[config.mk]
export PLATFORM = sky130hd
export DESIGN_NAME = spi_reg_sched
export DESIGN_NICKNAME = d
export VERILOG_FILES = /design/src/rtl/spi_reg_sched.sv
export SDC_FILE = /design/constraint.sdc
export NUM_CORES = 1
export LEC_CHECK = 0
export BUFFER_PORTS_ARGS = -buffer_cell sky130_fd_sc_hd__buf_4
export CORE_UTILIZATION = 30
export DETAILED_ROUTE_END_ITERATION = 8
export HOLD_SLACK_MARGIN = 0.05
export SLEW_MARGIN = 20
export SYNTH_ARGS = -nofsm -noshare
export SYNTH_HDL_FRONTEND = slang
export SYNTH_SLANG_ARGS = --single-unit
[constraint.sdc]
create_clock -name clk -period 13.03 [get_ports clk]
set_clock_uncertainty 0.1 [all_clocks]
set_input_delay 0.6515 -clock clk [delete_from_list [all_inputs] [get_ports clk]]
set_output_delay 0.6515 -clock clk [all_outputs]
set_load 0.01 [all_outputs]
[src/rtl/spi_reg_sched.sv]
// Arbiter and sequencer for the shared single-port SPI register bank (clk_32m domain).
// SPI strobes are synchronized and one-shot into single-entry read/write slots; SPI wins over the internal port.
module spi_reg_sched #(
  parameter int DSZ    = 32,
  parameter int AW     = 7,
  parameter int RD_LAT = 1
) (
  input  logic           clk,
  input  logic           reset,
  input  logic           spi_we,
  input  logic           spi_re,
  input  logic [AW-1:0]  spi_addr,
  input  logic [DSZ-1:0] spi_wdat,
  output logic [DSZ-1:0] spi_rdat,
  input  logic           int_req,
  input  logic           int_wr,
  input  logic [AW-1:0]  int_addr,
  input  logic [DSZ-1:0] int_wdat,
  output logic           int_gnt,
  output logic           int_done,
  output logic [DSZ-1:0] int_rdat,
  output logic           bank_en,
  output logic           bank_we,
  output logic [AW-1:0]  bank_addr,
  output logic [DSZ-1:0] bank_wdat,
  input  logic [DSZ-1:0] bank_rdat,
  output logic [DSZ-1:0] rd_count,
  output logic           busy,
  output logic           ovr
);

  localparam int CW = (RD_LAT > 1) ? $clog2(RD_LAT) : 1;

  typedef enum logic [1:0] {IDLE, ACC, WAIT} state_t;

  state_t         state;
  logic [2:0]     we_sy, re_sy;
  logic           we_pls, re_pls;
  logic           wr_pend, rd_pend;
  logic [AW-1:0]  wr_addr, rd_addr;
  logic [DSZ-1:0] wr_dat;
  logic           acc_int, acc_wr;
  logic [CW-1:0]  cnt;

  assign we_pls = we_sy[1] & ~we_sy[2];
  assign re_pls = re_sy[1] & ~re_sy[2];
  assign busy   = (state != IDLE);

  always_ff @(posedge clk or posedge reset) begin
    if (reset) begin
      state     <= IDLE;
      we_sy     <= '0;
      re_sy     <= '0;
      wr_pend   <= 1'b0;
      rd_pend   <= 1'b0;
      wr_addr   <= '0;
      rd_addr   <= '0;
      wr_dat    <= '0;
      acc_int   <= 1'b0;
      acc_wr    <= 1'b0;
      cnt       <= '0;
      spi_rdat  <= '0;
      int_gnt   <= 1'b0;
      int_done  <= 1'b0;
      int_rdat  <= '0;
      bank_en   <= 1'b0;
      bank_we   <= 1'b0;
      bank_addr <= '0;
      bank_wdat <= '0;
      rd_count  <= '0;
      ovr       <= 1'b0;
    end else begin
      we_sy    <= {we_sy[1:0], spi_we};
      re_sy    <= {re_sy[1:0], spi_re};
      bank_en  <= 1'b0;
      bank_we  <= 1'b0;
      int_gnt  <= 1'b0;
      int_done <= 1'b0;

      // A strobe landing on an occupied slot is dropped, slot untouched.
      if (we_pls) begin
        if (wr_pend) ovr <= 1'b1;
        else begin
          wr_pend <= 1'b1;
          wr_addr <= spi_addr;
          wr_dat  <= spi_wdat;
        end
      end
      if (re_pls) begin
        if (rd_pend) ovr <= 1'b1;
        else begin
          rd_pend <= 1'b1;
          rd_addr <= spi_addr;
        end
      end

      case (state)
        IDLE: begin
          if (rd_pend) begin
            state     <= ACC;
            bank_en   <= 1'b1;
            bank_addr <= rd_addr;
            acc_int   <= 1'b0;
            acc_wr    <= 1'b0;
          end else if (wr_pend) begin
            state     <= ACC;
            bank_en   <= 1'b1;
            bank_we   <= 1'b1;
            bank_addr <= wr_addr;
            bank_wdat <= wr_dat;
            acc_int   <= 1'b0;
            acc_wr    <= 1'b1;
          end else if (int_req && !int_done) begin
            // int_req is still high during the done cycle; don't re-grant it.
            state     <= ACC;
            bank_en   <= 1'b1;
            bank_we   <= int_wr;
            bank_addr <= int_addr;
            if (int_wr) bank_wdat <= int_wdat;
            int_gnt   <= 1'b1;
            acc_int   <= 1'b1;
            acc_wr    <= int_wr;
          end
        end
        ACC: begin
          if (acc_wr) begin
            state <= IDLE;
            if (acc_int) int_done <= 1'b1;
            else         wr_pend  <= 1'b0;
          end else begin
            state <= WAIT;
            cnt   <= CW'(RD_LAT - 1);
          end
        end
        WAIT: begin
          if (cnt == '0) begin
            state <= IDLE;
            if (acc_int) begin
              int_rdat <= bank_rdat;
              int_done <= 1'b1;
            end else begin
              spi_rdat <= bank_rdat;
              rd_count <= rd_count + DSZ'(1);
              rd_pend  <= 1'b0;
            end
          end else begin
            cnt <= cnt - CW'(1);
          end
        end
        default: state <= IDLE;
      endcase
    end
  end

endmodule

After elaboration in Yosys (flattened, before gate mapping) --
Index checks and enable logic that the tools add are counted.
Storage, ports and cells: register bits after elaboration 199, input port bits 116, output and inout bits 141, word-level logic and storage cells 100
Operators by class: add/sub/neg operators 2, eq/ne operators 5, mux-type cells 48, bitwise gates (word level) 8, reductions and logical operators 16
Operators by type and width (number):
- 32-bit two-way mux | 3
- 1-bit two-way mux | 34
- 32-bit by 1-bit adder with 32-bit output (second input constant) | 1
- 7-bit two-way mux | 3
- 2-bit two-way mux | 5
- 2-bit AND reduction | 5
- 2-bit nonzero test | 4
- 1-bit NOT | 6
- 2-bit one-hot mux with 3 select lines | 1
- 3-bit AND reduction | 2
- 2-bit != test (second input constant) | 2
- 4-bit != test (second input constant) | 1
- 1-bit one-hot mux with 2 select lines | 2
- 4-bit AND reduction | 1
- 3-bit nonzero test | 1
- 1-bit AND | 2
- 2-bit by 1-bit == test with 1-bit output (second input constant) | 1
- 2-bit == test (second input constant) | 1
- 2-bit logical NOT | 1
- 1-bit logical AND | 1
- 1-bit logical NOT | 1
- 1-bit subtractor (second input constant) | 1

Depth between registers and ports, before layout --
depth in word-level cells 6, depth in mapped cells 8, gate-level depth less buffers 6

Worst setup path after synthesis --
No wires, ideal clock.
path type register to register, start point register state[0], end point register rd_count[26], setup time 125 ps, data arrival time 1606 ps, required time 12805 ps, setup slack 11199 ps, stages on the path, launching flop included 7, buffers on the path 0, period minus slack after synthesis 1831 ps, cells stage by stage dfrtp_1 > inv_1 > ha_1 > nand4b_4 > nor4_4 > nand4_1 > xnor2_1
Between the ends: word-level cells in the longest chain between the ends 2
Ends and longest elaborated chain:
- from (decl) | line 36 | state_t state;
- from (signal assigned) | line 51 | state <= IDLE;
- from (signal assigned) | line 100 | state <= ACC;
- from (signal assigned) | line 106 | state <= ACC;
- 2-bit == test | line 97 | case (state)
- 3-bit AND reduction (no line)
- to (signal assigned) | line 143 | rd_count <= rd_count + DSZ'(1);
- to (decl) | line 27 | output logic [DSZ-1:0] rd_count,
No other way between the ends. A chain may end at the register's enable or synchronous reset.

==> impl_metrics.csv <==
group,metric,value,unit
outcome,outcome,"finished, violations left",
outcome,failed_checks,"DRC",
power_and_ir_drop,power_leakage,0.00554,uW
timing,setup_tns,0,ns
floorplanning,die_w,166,um
clock_tree,cts_resized,0,
place,gp_congestion,0.734,
timing,setup_viol_count_final,0,
setup_path,setup.worst_path.start_class,"primary input",
cells_and_area,num_antenna_cells,0,
grt,grt_usage,15.2,%
yosys,synth-edff-count,0,
yosys,synth_fp_nets,783,
timing,rsz0062_at_grt,"false",
setup_path,cp.required,13.42,ns
detailed_routing,vias_per_cell,4.50,
setup_path,rr_startpoint,"rd_pend",
job,cap_violations,0,
cells_and_area,area_delta_synth_final,36.3,%
yosys,synth_flop_cell,"dfrtp_1",
power_and_ir_drop,ir_drop,0.0000739,V
yosys,synthesis.area,8060,um2
timing,finalHoldViolCount,0,
setup_path,r2r_cells,4,
grt,antenna_found_initial,0,
floorplanning,rows,59,
detailed_routing,drc,12,
setup_path,crit_start,"reset",
yosys,synth_seq_cells,198,
clock_tree,cts_max_level,4,
detailed_routing,via_count,5684,
timing,worst_pin_slew,0.804,ns
detailed_routing,wl,20400,um
floorplanning,start_util,30.8,%
clock_tree,root_buffer,"clkbuf_16",
detailed_routing,antenna_left,0,
cells_and_area,utilization,41.9,%
clock_tree,path_clk_slew,0.08,ns
setup_path,reg2reg_slack,10.86,ns
timing,fmax,423,MHz
timing,fin_crit_sh,18.1,%
cells_and_area,drive_above_1_share,41.8,%
clock_tree,clock_latency,0.43,ns
clock_tree,cts_sinks,198,
cells_and_area,nNetsFinal,1035,
floorplanning,core-area,26200,um2
grt,grt_pass1_vias,5687,
clock_tree,clockBufferDepth,2,
timing,slew_viol_final,0,
detailed_routing,firstDrtPassIters,6,
timing,slew_headroom,46.4,%
floorplanning,die_h,166,um
grt,grt_first_pass_wirelength,32700,um
setup_path,critical_path.max_fanout,96,
clock_tree,cts_tree,"done",
clock_tree,hold_buffers,0,
power_and_ir_drop,power.density,222,nW/um2
worst_hold_path,hold_class,"primary input to async pin",
place,place_inst,1231,
yosys,synth_cell_types,36,
place,numPortBuffers,256,
yosys,ys_warn_count,0,
yosys,async_flop_share,100,%
setup_path,crit_arrival,2.75,ns
place,dp_hpwl,13900,um
setup_path,crit_type,"primary input to async pin",
clock_tree,cts_setup_buffers,0,
detailed_routing,drtIter0Drc,321,
detailed_routing,wl_per_cell,16.1,um
cells_and_area,final_cell_count_no_fill,1263,
setup_path,r2r_end,"bank_wdat[17]",
yosys,synth_area_per_cell,12.2,um2
grt,grt_max_degree,97,
floorplanning,die-area,27500,um2
setup_path,crit_path_end,"wr_pend",
floorplanning,io_pins,257,
yosys,ys_seq_area_share,61.5,%
cells_and_area,fillers,2504,
clock_tree,cts_buffers,17,
timing,finalCriticalPeriod,2.36,ns
setup_path,end_kind,"async pin",
grt,overflow,0,
yosys,synthCells,663,
[cells by family (layout without fill, tap and decap cells)]
logic type | Yosys count | count (layout) | synth area share (%)
AND/OR/NAND/NOR | 219 | 219 | 13.1
flip-flops | 198 | 198 | 61.5
multiplexers | 117 | 117 | 15.7
AO/OA/AOI/OAI | 54 | 54 | 3.59
buffers and inverters | 40 | 305 | 2.13
XOR/XNOR | 31 | 31 | 3.37
adder cells (fa/ha/maj) | 4 | 4 | 0.621
[how the worst min path moves through the flow]
stage          slack (ns)  startpoint           end  depth (start not counted)
2_1_floorplan        0.23    re_sy[0]      re_sy[1]                          0
4_1_cts              0.20      spi_re      re_sy[0]                          1
3_5_place_dp         0.23    re_sy[0]      re_sy[1]                          0
3_3_place_gp         0.23    re_sy[0]      re_sy[1]                          0
5_1_grt              0.19      spi_re      re_sy[0]                          1
6_report             0.20       reset  rd_count[19]                          2
[final cells by class]
| class | instances | area, um2 | area share, % |
|---|---|---|---|
| clock buffers | 18 | 439 | 4.00 |
| clock inverters | 14 | 186 | 1.70 |
| inverters | 9 | 41.3 | 0.376 |
| multi-input cells | 425 | 2960 | 27.0 |
| flip-flops and latches | 198 | 4960 | 45.1 |
| well taps | 335 | 419 | 3.82 |
| repair buffers | 264 | 1980 | 18.0 |
[critical path, cell delays in order]
cell	delay, ns
buf_4	0.13
inv_8	0.43
buf_4	0.72
buf_4	0.62
[sequential cells by signal, indices dropped and copies added, names as in the netlist, 2 cells and up]
register   cells
state          2
bank_wdat     32
bank_addr      7
spi_rdat      32
rd_addr        7
rd_count      32
re_sy          3
wr_addr        7
we_sy          3
int_rdat      32
wr_dat        32
[power by group]
| part | switching [uW] | leakage [uW] | internal, uW |
|---|---|---|---|
| clock | 265 | 0.000303 | 299 |
| sequential | 149 | 0.00245 | 861 |
| combinational | 416 | 0.00278 | 446 |
| total | 830 | 0.00554 | 1610 |
[cell usage in the layout, fill, tap and decap left out, drive strengths merged, types with 2 or more instances in the layout]
master,Yosys,final
mux2,78,78
nand4,13,13
nor2b,7,7
clkbuf,14,18
dfrtp,198,198
and2,2,2
a21oi,9,9
inv,9,16
buf,17,264
nor3,3,3
xnor2,26,26
ha,4,4
nor4,5,5
nand2,156,156
o21ai,41,41
clkinv,0,4
mux2i,39,39
xor2,5,5
bufinv,0,2
nand3,8,8
and3,3,3
nor2,15,15
[cell usage after synthesis (3+ instances only)]
cell      instances  area (um2)
dfrtp_1         198        4950
xnor2_1          26         228
nor2_1           15        56.3
nand2_1         156         586
mux2i_1          39         390
inv_1             9        33.8
nand3_1           8        40.0
xor2_1            5        43.8
and3_1            3        18.8
nand4_1          11        68.8
o21ai_0          41         205
nor2b_1           7        43.8
nor4_4            4        85.1
clkbuf_1         14        52.6
a21oi_1           9        45.0
ha_1              4        50.1
mux2_2           78         878
buf_2            14        70.1
nor3_1            3        15.0
[metrics by stage]
stage | instance area [um2] | total power (uW) | setup slack [ns] | hold slack [ns]
finish | 11000 | 2440 | 10.67 | 0.197
global route | 11000 | 2600 | 10.33 | 0.195
CTS | 11000 | 2470 | 10.58 | 0.202
floorplan | 8060 | 1480 | 6.88 | 0.231
global placement | 10400 | 1880 | 10.15 | 0.233
detailed placement | 10400 | 1900 | 10.11 | 0.235
[metal layers]
| metal | wire length (um) | up-vias | track usage [%] |
|---|---|---|---|
| met5 | 0 | - | 0 |
| met4 | 626 | 0 | 6.87 |
| met3 | 833 | 31 | 3.15 |
| met2 | 9760 | 145 | 24.1 |
| met1 | 9140 | 2774 | 20.1 |
| li1 | - | 2734 | - |
(Power assumes the default switching activity.)
